File: src/rtl/bch_data_correct.sv
// BCH error-application stage: buffers the data part of a codeword, then XORs the
// Chien error stream onto it beat by beat and emits corrected data with framing.
module bch_data_correct #(
  parameter int unsigned DATA_BITS = 4,
  parameter int unsigned BITS      = 1,
  localparam int unsigned CNT_W    = $clog2(DATA_BITS + 1)
) (
  input  logic             clk,
  input  logic             rst,
  input  logic             in_start,
  input  logic             in_valid,
  input  logic [BITS-1:0]  in_data,
  output logic             in_ready,
  input  logic             err_first,
  input  logic             err_valid,
  input  logic [BITS-1:0]  err,
  output logic             out_valid,
  output logic             out_first,
  output logic             out_last,
  output logic [BITS-1:0]  out_data,
  output logic [CNT_W-1:0] err_cnt,
  output logic             err_orphan
);

  localparam int unsigned BEATS = DATA_BITS / BITS;
  localparam int unsigned CW    = (BEATS > 1) ? $clog2(BEATS) : 1;
  localparam logic [CW-1:0] LAST = CW'(BEATS - 1);

  localparam logic [1:0] IDLE    = 2'd0;
  localparam logic [1:0] FILL    = 2'd1;
  localparam logic [1:0] HOLD    = 2'd2;
  localparam logic [1:0] CORRECT = 2'd3;

  logic [1:0]      state_q, state_d;
  logic [CW-1:0]   wr_cnt_q, wr_cnt_d;
  logic [CW-1:0]   rd_cnt_q, rd_cnt_d;
  logic [BITS-1:0] data_buf [BEATS];

  logic            wr_en;
  logic [CW-1:0]   wr_idx;
  logic            hit;
  logic [CW-1:0]   rd_idx;
  logic            orphan;

  function automatic logic [CNT_W-1:0] popcount(input logic [BITS-1:0] v);
    logic [CNT_W-1:0] n;
    n = '0;
    for (int i = 0; i < int'(BITS); i++) n = n + CNT_W'(v[i]);
    return n;
  endfunction

  // Next-state decode: buffer writes, error-beat acceptance and orphan detection.
  always_comb begin
    state_d  = state_q;
    wr_cnt_d = wr_cnt_q;
    rd_cnt_d = rd_cnt_q;
    wr_en    = 1'b0;
    wr_idx   = wr_cnt_q;
    hit      = 1'b0;
    rd_idx   = rd_cnt_q;
    orphan   = 1'b0;
    unique case (state_q)
      IDLE, FILL: begin
        // in_start always (re)starts the word at beat 0
        if (in_start) begin
          wr_en    = 1'b1;
          wr_idx   = '0;
          wr_cnt_d = CW'(1);
          state_d  = (BEATS == 1) ? HOLD : FILL;
        end else if (in_valid && state_q == FILL) begin
          wr_en    = 1'b1;
          wr_cnt_d = wr_cnt_q + 1'b1;
          if (wr_cnt_q == LAST) state_d = HOLD;
        end
        orphan = err_first;
      end
      HOLD: begin
        if (err_first) begin
          hit    = 1'b1;
          rd_idx = '0;
        end
      end
      CORRECT: begin
        // a second err_first mid-word belongs to no stored word
        if (err_first) orphan = 1'b1;
        else if (err_valid) hit = 1'b1;
      end
      default: state_d = IDLE;
    endcase
    if (hit) begin
      rd_cnt_d = rd_idx + 1'b1;
      state_d  = (rd_idx == LAST) ? IDLE : CORRECT;
    end
  end

  // Control state and registered outputs.
  always_ff @(posedge clk) begin
    if (!rst) begin
      state_q    <= IDLE;
      wr_cnt_q   <= '0;
      rd_cnt_q   <= '0;
      in_ready   <= 1'b0;
      out_valid  <= 1'b0;
      out_first  <= 1'b0;
      out_last   <= 1'b0;
      out_data   <= '0;
      err_cnt    <= '0;
      err_orphan <= 1'b0;
    end else begin
      state_q    <= state_d;
      wr_cnt_q   <= wr_cnt_d;
      rd_cnt_q   <= rd_cnt_d;
      in_ready   <= (state_d == IDLE) || (state_d == FILL);
      out_valid  <= hit;
      out_first  <= hit && (state_q == HOLD);
      out_last   <= hit && (rd_idx == LAST);
      err_orphan <= orphan;
      if (hit) begin
        out_data <= data_buf[rd_idx] ^ err;
        err_cnt  <= ((state_q == HOLD) ? '0 : err_cnt) + popcount(err);
      end
    end
  end

  // Data buffer; contents are don't-care after reset.
  always_ff @(posedge clk) begin
    if (wr_en) data_buf[wr_idx] <= in_data;
  end

endmodule

File: config.mk
export PLATFORM = sky130hd
export DESIGN_NAME = bch_data_correct
export DESIGN_NICKNAME = d
export VERILOG_FILES = /design/src/rtl/bch_data_correct.sv
export SDC_FILE = /design/constraint.sdc
export NUM_CORES = 1
export LEC_CHECK = 0
export BUFFER_PORTS_ARGS = -buffer_cell sky130_fd_sc_hd__buf_4
export CORE_UTILIZATION = 57
export DETAILED_ROUTE_END_ITERATION = 16
export PLACE_DENSITY = 0.81
export SYNTH_ARGS = -nofsm -noshare
export SYNTH_HDL_FRONTEND = slang
export SYNTH_SLANG_ARGS = --single-unit
File: constraint.sdc
create_clock -name clk -period 5.16 [get_ports clk]
set_input_delay 1.032 -clock clk [delete_from_list [all_inputs] [get_ports clk]]
set_output_delay 1.032 -clock clk [all_outputs]
set_load 0.01 [all_outputs]
==> out/metrics.yaml, run 1 <==
status: "completed"
finalSetupViolations: 0
intPower_uw: 193
grt_setup_unrepaired: "no"
cts-root-buf: "clkbuf_4"
fmax_mhz: 486
place_area_mm2: 0.00104
critPathLaunchType: "input pin"
synth.distinct_cells: 36
synthCells: 94
path_clk_slew_ns: 0.11
r2r-end: "rd_cnt_q[1]"
min_from: "out_data"
n_antenna_cell: 0
row_count: 14
switchingPower_uw: 58.0
antenna_found_initial: 0
die_w_um: 42.2
synth_fp_nets: 106
combPwrFrac: 0.076
grt_max_degree: 14
vdd_drop_max_v: 0.000161
io_pins: 17
cpLargestDelayFamily: "simple AND/OR/NAND/NOR gates"
grt_pass1_vias: 661
fill_cells: 126
p_leak_uw: 0.000487
drt_iter0_drc: 12
cts_tree: "yes"
cp_num_buf_inv: 1
stdcell_area_mm2: 0.00107
fin_nets: 123
hp-class: "reg2reg"
drc: 0
detail_route.wirelength_um: 1670
track_usage: 0.203
num_vias: 754
wl_per_cell_um: 13.2
htreeDepth: 1
slew_viol_final: 0
grt.overflow.total: 0
seq_area_um2: 420
p_sw_frac: 0.231
via_per_inst: 5.98
skew_ns: 0.00470
numCtsBuffers: 3
r2r_slack_ns: 3.21
post_cts_resized: 0
syn2layout_area_growth_pct: 15.7
clock_sinks: 19
cts_buffer_depth: 2
ys_seq_elements: 19
grt_pass1_wl_um: 2670
hold_path_end: "out_data"
numPortBuffers: 16
dp_hpwl_um: 1270
rr_worst_depth: 5
cp_data_arrival_time_ns: 2.25
cp-end-kind: "flip-flop"
ys_warn_count: 0
start_util: 0.612
multi_input_area_um2: 468
avgSynthCellArea_um2: 9.81
hold_depth: 2
finalHoldViolCount: 0
cts_hold_buf: 0
max-slew-margin-rel: 0.688
ys_seq_area_frac: 0.456
cp_slowest_cell: "nand3b_1"
tns_ns: 0
first_pass_iters: 4
clock_latency_ns: 0.30
p_clk_frac: 0.296
dieArea_mm2: 0.00178
core_area_mm2: 0.00151
period_share: 0.399
min_period_ns: 2.06
layout-drive-gt1-share: 0.218
criticalPathCategory: "in2reg"
cap_violations: 0
max_slew.worst_pin.slew_ns: 0.467
p_seq_frac: 0.628
critPathMaxStageDelay_ns: 0.30
critPathMaxFanout: 11
syn_area_um2: 922
cts_setup_buffers: 0
ant_nets: 0
path_cells: "buf_4 > nand3b_1 > and2_1 > ha_1 > mux2i_1 > nor2_1"
place.gp.congestion: 0.754
p_per_area_mw_per_mm2: 235
die_h_um: 42.2
critPathRequiredTime_ns: 5.35
-- per-layer routing --
| layer | up-vias | track usage | wire length [um] |
|---|---|---|---|
| met5 | - | 0 | 0 |
| met4 | 0 | 0.131 | 41 |
| met3 | 4 | 0.0259 | 58 |
| met2 | 18 | 0.342 | 790 |
| met1 | 356 | 0.242 | 776 |
| li1 | 376 | - | - |
-- power groups by stage --
stage	clock [uW]	combinational [uW]	sequential (uW)
floorplan	0	11.2	160
global placement	0	18.8	161
detailed placement	0	19.2	161
CTS	76.3	19.3	158
global route	78.9	21.2	158
finish	74.3	19.1	158
-- worst min-delay path, cell delays in order (launching register included) --
cell and delay, ns:
dfxtp_1 0.32, nand2_1 0.05, o2111ai_1 0.09
-- how the worst max path moves through the flow --
stage	end	cells after the start	slack (ns)	from
4_1_cts	out_data	5	3.11	err_first
2_1_floorplan	rd_cnt_q[1]	6	3.15	err_first
3_3_place_gp	out_data	5	2.86	err_first
3_5_place_dp	rd_cnt_q[1]	6	2.78	err_first
6_report	rd_cnt_q[1]	6	3.10	err_first
5_1_grt	out_data	5	2.97	err_first
-- cell type report --
class                   instances  share of cell area
inverters                       3              0.0106
repair buffers                 16               0.113
multi-input cells              68               0.438
clock inverters                 1             0.00469
well taps                      16              0.0188
flip-flops and latches         19               0.394
clock buffers                   3              0.0211
-- placed cells by master, fill, tap and decap left out, drive strengths merged, types with 2 or more instances in the layout --
cell type	instances
nor3	2
dfxtp	15
nor2	9
o21ai	2
and3	2
or2	2
nand2	6
clkbuf	3
and2	7
nor2b	2
ha	4
a21oi	9
nand4	2
mux2i	3
edfxtp	4
buf	16
inv	3
-- synthesized netlist by cell type --
| library cell | n | area, um^2 |
|---|---|---|
| or2_2 | 2 | 12.5 |
| o211a_1 | 1 | 10.0 |
| a2111o_1 | 1 | 11.3 |
| or4b_1 | 1 | 10.0 |
| and3_1 | 2 | 12.5 |
| and3b_1 | 1 | 8.76 |
| dfxtp_1 | 15 | 300 |
| and4b_1 | 1 | 10.0 |
| nand3b_1 | 1 | 7.51 |
| o21ai_0 | 2 | 10.0 |
| and2_1 | 7 | 43.8 |
| o2111ai_1 | 1 | 8.76 |
| a21boi_0 | 1 | 7.51 |
| nor3b_1 | 1 | 7.51 |
| clkbuf_1 | 2 | 7.51 |
| a21oi_1 | 9 | 45.0 |
| o31a_1 | 1 | 8.76 |
| or3_1 | 1 | 6.26 |
| a32oi_1 | 1 | 8.76 |
| nand2_1 | 5 | 18.8 |
| mux2i_1 | 3 | 30.0 |
| a31oi_1 | 1 | 6.26 |
| a41oi_1 | 1 | 8.76 |
| nand2_2 | 1 | 6.26 |
| inv_1 | 3 | 11.3 |
| nor2_1 | 9 | 33.8 |
| nor2b_1 | 2 | 12.5 |
| edfxtp_1 | 4 | 120 |
| mux2_1 | 1 | 11.3 |
| nand4b_4 | 1 | 23.8 |
| nand2b_1 | 1 | 6.26 |
| buf_4 | 2 | 15.0 |
| nand4_1 | 2 | 12.5 |
| ha_1 | 4 | 50.1 |
| nor3_1 | 2 | 10.0 |
| xor2_1 | 1 | 8.76 |
-- metrics by stage --
step                      std cells  setup slack [ns]   util  hold WS (ns)  total power, uW
final                           126              3.10  0.708         0.511              251
after global routing            126              2.97  0.708         0.559              258
after CTS                       126              3.11  0.708         0.520              253
after detailed placement        122              2.78  0.690         0.504              180
after global placement          122              2.86  0.690         0.496              180
after floorplan                  94              3.15      -         0.492              171
-- cells by family (layout without fill, tap and decap cells) --
logic type      count (synthesis)  count (layout)  share of synthesized area
fa+ha+maj                       4               4                     0.0543
flops                          19              19                      0.456
buf+inv                         7              23                     0.0366
compound gates                 19              19                      0.136
xor+xnor                        1               1                    0.00950
simple gates                   40              40                      0.263
mux                             4               4                     0.0448
Power figures use the tool's default switching activity.
==> run 2: changes to the inputs <==
--- a/config.mk
+++ b/config.mk
@@ -5,10 +5,12 @@
 export SDC_FILE = /design/constraint.sdc
 export NUM_CORES = 1
 export LEC_CHECK = 0
+export ABC_AREA = 1
 export BUFFER_PORTS_ARGS = -buffer_cell sky130_fd_sc_hd__buf_4
-export CORE_UTILIZATION = 57
+export CORE_ASPECT_RATIO = 1.25
+export CORE_UTILIZATION = 52
 export DETAILED_ROUTE_END_ITERATION = 16
-export PLACE_DENSITY = 0.81
+export PLACE_DENSITY = 0.76
 export SYNTH_ARGS = -nofsm -noshare
 export SYNTH_HDL_FRONTEND = slang
 export SYNTH_SLANG_ARGS = --single-unit
==> constraint.sdc (replaced) <==
create_clock -name clk -period 2 [get_ports clk]
set_input_delay 0.4 -clock clk [delete_from_list [all_inputs] [get_ports clk]]
set_output_delay 0.4 -clock clk [all_outputs]
set_load 0.01 [all_outputs]
==> run 2 against run 1 <==
  * Largest power group unchanged
  * Sequential share of layout area increased by 0.56 points
  * Via count down 2.8%
  * Combinational power grew to 4.2 times the previous value
  * Global-route usage decreased by 2.3 points
  * Clock power increased to 2.6 times the previous value
  * Utilization down 4.3 points
  * First-iteration DRC count shrank 8.3%
  * Final area shrank 1.4%
==> out/metrics.yaml, run 2 <==
skew_ns: 0.00704
path_clk_slew_ns: 0.11
critPathRequiredTime_ns: 2.20
grt_pass1_vias: 596
post_cts_resized: 0
syn2layout_area_growth_pct: 19.1
track_usage: 0.180
placed_cells: 140
dieArea_mm2: 0.00187
cp-end-kind: "flip-flop"
synthTopCellsByCount: "inv_1 (18), dfxtp_1 (15), nor2_1 (13)"
mostFrequentLayoutCell: "inv_1"
grt_max_degree: 11
numPortBuffers: 16
total_power_uw: 689
cts_hold_buf: 0
ys_seq_elements: 19
start_util: 0.559
cts-root-buf: "clkbuf_4"
hp-class: "in2reg"
cts_tree: "yes"
yosysTopAreaCellShare: 0.340
p_per_area_mw_per_mm2: 655
place.gp.congestion: 0.762
cts_buffer_depth: 2
async_flop_share: 0
ys_seq_area_frac: 0.476
layout-drive-gt1-share: 0.254
antenna_found_initial: 0
syn_area_um2: 883
finalHoldViolCount: 0
instances_no_fill: 144
core_area_mm2: 0.00158
cp_data_arrival_time_ns: 1.74
synthCells: 106
synth_most_common_cell: "inv_1"
via_per_inst: 5.09
clock_sinks: 19
wl_per_cell_um: 10.5
die_h_um: 48.1
first_pass_iters: 4
slew_viol_final: 0
p_leak_uw: 0.000519
clock_latency_ns: 0.30
grt.overflow.total: 0
numCtsBuffers: 3
yosys-top-cells-area: "dfxtp_1 (34%), edfxtp_1 (14%), inv_1 (7.6%)"
cp_slowest_cell: "dfxtp_1"
stdcell_area_mm2: 0.00105
drt_iter0_drc: 11
vdd_drop_max_v: 0.000453
drc: 0
ant_nets: 0
period_share: 0.772
critPathMaxStageDelay_ns: 0.45
synth_edf_count: 4
synth.distinct_cells: 21
criticalPathCategory: "reg2reg"
detail_route.wirelength_um: 1510
avgSynthCellArea_um2: 8.33
finalSetupViolations: 0
cap_violations: 0
max-slew-margin-rel: 0.832
n_antenna_cell: 0
row_count: 16
max_slew.worst_pin.slew_ns: 0.252
ys_warn_count: 0
fin_nets: 139
yosysTopAreaCell: "dfxtp_1"
io_pins: 17
die_w_um: 38.9
num_vias: 733
path_cells: "inv_1 > nor2_1 > nor2_1 > ha_1 > ha_1 > o21ai_0 > a21oi_1"
critPathLaunchType: "flip-flop"
final_cell_mix: "inv_1 (18), buf_4 (16), dfxtp_1 (15), nor2_1 (13), nand2_1 (11)"
place_area_mm2: 0.00103
min_period_ns: 1.54
final_util: 0.665
grt_setup_unrepaired: "no"
status: "completed"
critPathMaxFanout: 5
cts_setup_buffers: 0
fmax_mhz: 648
grt_pass1_wl_um: 2250
synth_flop_cell: "dfxtp_1"
tns_ns: 0
synth_fp_nets: 118
dp_hpwl_um: 1210
htreeDepth: 1
-- run 2: final timing paths --
check	from	endpoint	slack [ns]	depth (start not counted)
setup / recovery	flip-flop	err_cnt[1]	0.46	7
hold / removal	in_data	data_buf[2]	0.29	1
setup reg to reg	flip-flop	err_cnt[1]	0.46	7
hold reg to reg	err_cnt[0]	err_cnt[0]	0.48	2
-- run 2: kinds of logic after synthesis --
logic type                 synth area share
and+or+nand+nor                       0.255
buffers and inverters                0.0977
DFF                                   0.476
AOI/OAI and AO/OA                     0.115
adders and majority gates            0.0567
-- run 2: layout make-up --
class	count	area, um^2
Fill cell	139	529
Sequential cell	19	420
Multi-Input combinational cell	64	377
Timing Repair Buffer	16	120
Inverter	23	86.3
Clock buffer	4	26.3
Tap cell	18	22.5
-- run 2: critical path, delay by kind of cell (launching register included) --
family | cells | cell delay (ns)
AOI/OAI and AO/OA | 2 | 0.20
adders and majority gates | 2 | 0.44
DFF | 1 | 0.45
and+or+nand+nor | 2 | 0.26
buffers and inverters | 1 | 0.11
-- run 2: report_power, final --
part / internal [uW] / switching [uW]
clock: 77.7 / 116
sequential: 405 / 9.58
combinational: 34.4 / 46.7
total: 517 / 172
-- run 2: metal layers --
layer	vias up	global-route usage	routed length, um
li1	385	-	-
met1	331	0.194	668
met2	12	0.330	767
met3	5	0.0279	38
met4	0	0.103	35
met5	-	0	0
-- run 2: through the flow --
step                hold slack (ns)  setup WS, ns
global placement              0.462         0.530
detailed placement            0.465         0.468
finish                        0.295         0.457
floorplan                     0.484         0.571
global route                  0.295         0.321
CTS                           0.292         0.452
